==> src/rtl/serial_alu_seq.sv <==
// Bit-serial ALU: one full adder plus a logic slice, stepped LSB first over WIDTH cycles.
// A two-state controller (IDLE/RUN) sequences the shift registers, carry flop and bit counter.
module serial_alu_seq #(
    parameter int WIDTH = 32
) (
    input  logic             CLK,
    input  logic             RST,
    input  logic             START,
    input  logic [2:0]       OP,
    input  logic [WIDTH-1:0] OPA,
    input  logic [WIDTH-1:0] OPB,
    output logic             BUSY,
    output logic             DONE,
    output logic [WIDTH-1:0] RESULT,
    output logic             COUT,
    output logic             dbgState
);

    localparam int CNT_W = (WIDTH > 1) ? $clog2(WIDTH) : 1;

    localparam logic [2:0] OP_ADD  = 3'b000;
    localparam logic [2:0] OP_SUB  = 3'b001;
    localparam logic [2:0] OP_AND  = 3'b010;
    localparam logic [2:0] OP_OR   = 3'b011;
    localparam logic [2:0] OP_XOR  = 3'b100;
    localparam logic [2:0] OP_SLTU = 3'b101;

    typedef enum logic {
        IDLE = 1'b0,
        RUN  = 1'b1
    } stateT;

    stateT state;
    stateT nextState;

    logic [WIDTH-1:0] aReg;
    logic [WIDTH-1:0] bReg;
    logic [2:0]       opReg;
    logic [WIDTH-1:0] resultReg;
    logic [CNT_W-1:0] bitCnt;
    logic             carry;
    logic             coutReg;
    logic             doneReg;

    logic invertB;
    logic isArith;
    logic bBit;
    logic sumBit;
    logic carryNext;
    logic sliceBit;
    logic lastBit;

    // Handshake: START is sampled only in IDLE; DONE pulses for one cycle once
    // RESULT/COUT hold the finished value, and START in that same cycle is accepted.
    always_ff @(posedge CLK) begin
        if (RST) begin
            state <= IDLE;
        end else begin
            state <= nextState;
        end
    end

    always_comb begin
        nextState = state;
        case (state)
            IDLE:    if (START)   nextState = RUN;
            RUN:     if (lastBit) nextState = IDLE;
            default: nextState = IDLE;
        endcase
    end

    always_comb begin
        BUSY     = (state == RUN);
        dbgState = state;
    end

    // One bit of the serial datapath; subtraction forms A + ~B + 1.
    always_comb begin
        invertB   = (opReg == OP_SUB) || (opReg == OP_SLTU);
        isArith   = (opReg == OP_ADD) || invertB;
        bBit      = bReg[0] ^ invertB;
        sumBit    = aReg[0] ^ bBit ^ carry;
        carryNext = (aReg[0] & bBit) | (carry & (aReg[0] ^ bBit));
        lastBit   = (bitCnt == CNT_W'(WIDTH - 1));
        sliceBit  = 1'b0;
        case (opReg)
            OP_ADD, OP_SUB: sliceBit = sumBit;
            OP_AND:         sliceBit = aReg[0] & bReg[0];
            OP_OR:          sliceBit = aReg[0] | bReg[0];
            OP_XOR:         sliceBit = aReg[0] ^ bReg[0];
            default:        sliceBit = 1'b0;
        endcase
    end

    always_ff @(posedge CLK) begin
        if (RST) begin
            aReg      <= '0;
            bReg      <= '0;
            opReg     <= '0;
            resultReg <= '0;
            bitCnt    <= '0;
            carry     <= 1'b0;
            coutReg   <= 1'b0;
            doneReg   <= 1'b0;
        end else begin
            doneReg <= 1'b0;
            if (state == IDLE && START) begin
                aReg   <= OPA;
                bReg   <= OPB;
                opReg  <= OP;
                bitCnt <= '0;
                carry  <= (OP == OP_SUB) || (OP == OP_SLTU);
            end else if (state == RUN) begin
                aReg      <= aReg >> 1;
                bReg      <= bReg >> 1;
                bitCnt    <= bitCnt + CNT_W'(1);
                carry     <= carryNext;
                resultReg <= {sliceBit, resultReg[WIDTH-1:1]};
                if (lastBit) begin
                    doneReg <= 1'b1;
                    bitCnt  <= '0;
                    coutReg <= isArith ? carryNext : 1'b0;
                    // SLTU reports borrow: no final carry means A < B.
                    if (opReg == OP_SLTU) begin
                        resultReg <= WIDTH'(!carryNext);
                    end
                end
            end
        end
    end

    assign RESULT = resultReg;
    assign COUT   = coutReg;
    assign DONE   = doneReg;

endmodule

==> config.mk <==
export PLATFORM = sky130hd
export DESIGN_NAME = serial_alu_seq
export DESIGN_NICKNAME = d
export VERILOG_FILES = /design/src/rtl/serial_alu_seq.sv
export SDC_FILE = /design/constraint.sdc
export NUM_CORES = 1
export LEC_CHECK = 0
export BUFFER_PORTS_ARGS = -buffer_cell sky130_fd_sc_hd__buf_2
export CAP_MARGIN = 20
export CORE_MARGIN = 2
export CORE_UTILIZATION = 58
export CTS_BUF_LIST = sky130_fd_sc_hd__clkbuf_16
export CTS_CLUSTER_DIAMETER = 80
export DETAILED_ROUTE_END_ITERATION = 12
export PLACE_DENSITY = 0.89
export SLEW_MARGIN = 0
export SYNTH_ARGS = -nofsm -noshare
export SYNTH_HDL_FRONTEND = slang
export SYNTH_SLANG_ARGS = --single-unit
==> constraint.sdc <==
create_clock -name CLK -period 5.3 [get_ports CLK]
set_input_delay 0.53 -clock CLK [delete_from_list [all_inputs] [get_ports CLK]]
set_output_delay 0.53 -clock CLK [all_outputs]
set_load 0.01 [all_outputs]
# == Yosys cells after proc, flatten, opt, wreduce, memory -nomap -nowiden ==
# Cells that the tools add are included.
# totals
regBits,108
in_bits,70
out_inout_bits,36
elab_cells,56
# classes
addsub,1
n_eq_ne,8
muxes,15
bitwise_logic,11
n_reduce_logical,12
# op_table
operator,n
32-bit two-way mux,6
3-bit == test (second input constant),3
3-bit by 1-bit == test with 1-bit output (second input constant),2
3-bit by 2-bit == test with 1-bit output (second input constant),2
1-bit two-way mux,6
5-bit by 1-bit adder with 5-bit output (second input constant),1
5-bit == test (second input constant),1
5-bit two-way mux,1
1-bit one-hot mux with 4 select lines,1
2-bit OR reduction,2
1-bit XOR,4
1-bit bitwise AND,3
3-bit zero test,1
1-bit logical OR,3
3-bit AND reduction,1
3-bit OR reduction,1
1-bit inverter,2
1-bit OR,2
1-bit one-hot mux with 2 select lines,1
2-bit AND reduction,1
2-bit nonzero test,1
1-bit logical AND,1
1-bit zero test,1

# == Longest topological paths before layout ==
# logic_depth
depth_word,9
depth_mapped,7
mapped_depth_nobuf,6

# == Worst setup path before layout ==
# No wires, ideal clock.
# synth_timing
path_kind,flip-flop to flip-flop
from,reg opReg[0]
to,reg resultReg[31] (netlist: RESULT[31])
arrival_time_ps,1650
path_slack_ps,3564
path_stages_with_launch,7
n_path_buf,0
period_less_slack_ps,1736
cell_sequence,dfxtp_1 nor2b_1 xnor2_1 fa_1 nor3_1 a211o_1 a221oi_2
# synth_via
elab_chain_cells,8
word_cells_on_any_way,14
# synth_rtl
item,line,source
"start, declared",38,logic [2:0] opReg;
"start signal, assigned",99,opReg <= '0;
"start signal, assigned",110,opReg <= OP;
3-bit by 1-bit == test with 1-bit output / 3-bit == test (equally long branches),"79, 86, 124",
1-bit logical OR,79,invertB = (opReg == OP_SUB) || (opReg == OP_SLTU);
1-bit XOR,81,bBit = bReg[0] ^ invertB;
1-bit XOR (2 in series),82,sumBit = aReg[0] ^ bBit ^ carry;
1-bit one-hot mux with 4 select lines,86,case (opReg)
32-bit two-way mux,124,if (opReg == OP_SLTU) begin
32-bit two-way mux (*),119,if (lastBit) begin
"end signal, assigned",118,"resultReg <= {sliceBit, resultReg[WIDTH-1:1]};"
"end signal, assigned",125,resultReg <= WIDTH'(!carryNext);
"end, declared",39,logic [WIDTH-1:0] resultReg;
# Every way passes the cells marked *; elsewhere a longest branch is shown, timed or not.
# A chain may end at the register's enable or synchronous reset.

# == Final worst setup path ==
# layout_timing
from,reg state (netlist: BUSY)
to,out BUSY
# layout_lines
item,line,source
"start, declared",33,stateT state;
"start signal, assigned",59,state <= nextState;
"end, declared",12,"output logic BUSY,"
# No word-level cell between the ends.

==> impl_results.md <==
- Outcome: finished clean
- Core Rows: 32
- CTS Buffer Depth: 2
- Worst slack at placement: between 2000 and 3000 ps
- Worst vdd ir: 0.2057 mV
- DRC: 0
- Vias per inst: 5.528
- Num Clock Sinks: approximately 110
- RD Place Congestion: around 0.76
- Initial Util: 0.6024
- R2R Path Start: BUSY
- Synth Area in Simple Gates: 0.1923
- Initial DRC count: about 240
- Cells after Synth: 560
- Most frequent cells in the layout: 157 x nand2_1, 107 x dfxtp_1, 104 x buf_2
- Worst-skew pair later-pin latency: approximately 340 ps
- Total die area: around 0.0088 mm2
- RSZ-0062 raised after global routing: false
- CP Launch Type: register
- Worst setup path startpoint: BUSY
- CTS Root Cell: clkbuf_16
- Crit Path Max Fanout: 109
- Antenna cells: 0
- Crit path time final: 2304 ps
- Final HPWL DP: about 6.5 mm
- PortBufs: roughly 110
- Critical path class: register to output pin
- Routed Antenna Nets: 0
- Setup Buffers After CTS: 0
- Slew Limit Fails: 0
- Final core area utilization: 0.7050
- Die height: 94.05 um
- Area grow syn2layout: 17.03%
- Syn nets: 635
- P_leak: 2.286 nW
- Worst setup margin: between 2000 and 3000 ps
- Max-Slew Margin vs Limit: 0.2655
- Internal power: between 0.001 and 0.0015 W
- Cell depth of the worst hold path: 3
- Total Negative Setup Slacks: 0 ps
- Max-cap violations: 0
- Largest family of logic cells by synthesized area: simple AND/OR/NAND/NOR gates
- Post-Syn Area: 0.004703 mm2
- Core Area: roughly 0.0078 mm2
- Yosys warning total: 0
- #FFs+latches synth: 108
- Layout cells sized above 1: 0.2931
- WL per Instance: 14.18 um
- Register area share after synthesis: 0.4597
- Initial antenna violation count: 0
- IO Pins: between 100 and 150
- Worst Path Arrival: approximately 1800 ps
- Xor and xnor area share after synthesis: 0.005587
- Worst reg2reg path depth: 4
- Sequential power share: 0.492
- Commonest non-fill, non-tap cell in the layout: nand2_1
- Adder-Cell Fraction of Synth Area: 0.01490
- Cts bufs inserted: 9
- Worst-Margin Slew: 1102 ps
- Hold_sp: OP[2]
- Htree depth: 3
- Layout fillers: approximately 600
- Yosys cell types: 32
- Cts repair resizes: 0
- Logic pwr share: 0.115
- CTS Hold Bufs: 0
- Clock power frac: 0.393
- Total number of vias: between 4,000 and 5,000
- GRT overflow: 0
- Final Hold Vio Count: 0
- Total Nets Final: 709
- Power density cells: around 320 mW/mm2
- Final WL: roughly 10 mm
- Vias in the first global route: between 3,000 and 4,000
- Critical path endpoint category: output pin
- Tot GR Track Use: 0.2480
- CP required: 4770 ps
- First-pass DRT Iterations: 6
- P_sw: approximately 0.00042 W
- Sw Ratio: 0.2378
- Largest net degree at the start of global routing: between 100 and 150
- Worst-path clk slew: 70 ps
- Die Width: around 94 um
- Setup violators final: 0
- Setup Skew: about 6.0 ps
- Period utilization: 0.4347
- Placed cells: between 700 and 800
- Hold crit path type: input pin to register
- Wire length of the first global-routing pass: around 18 mm
- Multiplexer area fraction after synthesis: 0.1612
- Non-Filler Instances: 740
- Synth Area in Compound Gates: 0.1186
- Max Clk Rate: between 0.4 and 0.5 GHz
- Syn avg cell area: 8.399 um2
- CTS tree: done
final timing paths:
kind / end / slack (ps)
max reg2reg: COUT / 3220
max: BUSY / 3000
min reg2reg: bReg[19] / 450
min: opReg[2] / 450
metal layers:
metal	GRT usage	wire, um
met1	0.3077	4553
met2	0.4238	5230
met3	0.04896	541
met4	0.09662	167
met5	0	0
cell families after synthesis:
family,count (synthesis)
buffers and inverters,54
AND/OR/NAND/NOR,217
AO/OA/AOI/OAI,105
XOR/XNOR,3
multiplexers,68
adder cells (fa/ha/maj),5
flip-flops,108
synth_stat cells (all sizes together):
cell / count / area [um2]
o31ai: 3 / 22.52
nand3: 33 / 165.2
inv: 7 / 26.28
a311oi: 1 / 8.760
nor2: 10 / 37.54
nand2: 157 / 589.3
ha: 4 / 50.05
or3b: 1 / 8.760
mux2i: 6 / 60.06
a211o: 1 / 8.760
or4: 1 / 7.510
xor2: 1 / 8.760
buf: 24 / 111.4
clkinv: 1 / 3.750
and3: 1 / 6.260
nand4b: 1 / 8.760
fa: 1 / 20.02
dfxtp: 108 / 2162
clkbuf: 22 / 82.58
a211oi: 1 / 7.510
nor3: 3 / 15.01
a221oi: 1 / 15.01
nor2b: 4 / 25.02
nor3b: 3 / 22.52
a21oi: 97 / 485.5
and2: 1 / 6.260
xnor2: 2 / 17.52
o32a: 1 / 10.01
nand2b: 2 / 12.51
mux2: 62 / 698.2
power groups by stage:
| stage | clock (W) | sequential (W) | combinational, W |
|---|---|---|---|
| 2_1_floorplan | 0 | 0.000883 | 0.000154 |
| 3_3_place_gp | 0 | 0.000886 | 0.000193 |
| 3_5_place_dp | 0 | 0.000889 | 0.000202 |
| 4_1_cts | 0.000702 | 0.000871 | 0.000204 |
| 5_1_grt | 0.000735 | 0.000876 | 0.000229 |
| 6_report | 0.000696 | 0.000871 | 0.000204 |
worst max-delay path, cell delays in order, from the launching register on:
cell and delay [ps]:
dfxtp_4 350, buf_4 790, buf_2 280
through the flow:
stage               instance area [um2]  hold slack [ps]  total power (W)
finish                             5504            445.8         0.001771
global route                       5504            460.1         0.001840
CTS                                5504            438.4         0.001777
detailed placement                 5199            446.0         0.001090
global placement                   5199            430.3         0.001080
floorplan                          4703            429.4         0.001037
cell type report:
class                      count  area (um2)  share of cell area
clock buffer                   9       225.2             0.04092
clock inverter                 6       80.08             0.01455
inverter                       8       30.03            0.005456
multi-input combinational    398        2317              0.4210
sequential                   108        2166              0.3935
tap                          102       127.6             0.02319
timing repair buffer         109       558.0              0.1014
state kept, by name, summed over array words and instances (netlist names):
name    cells
opReg       3
bitCnt      5
carry       1
BUSY        1
DONE        1
RESULT     32
COUT        1
bReg       32
aReg       32
(Power assumes the default switching activity.)
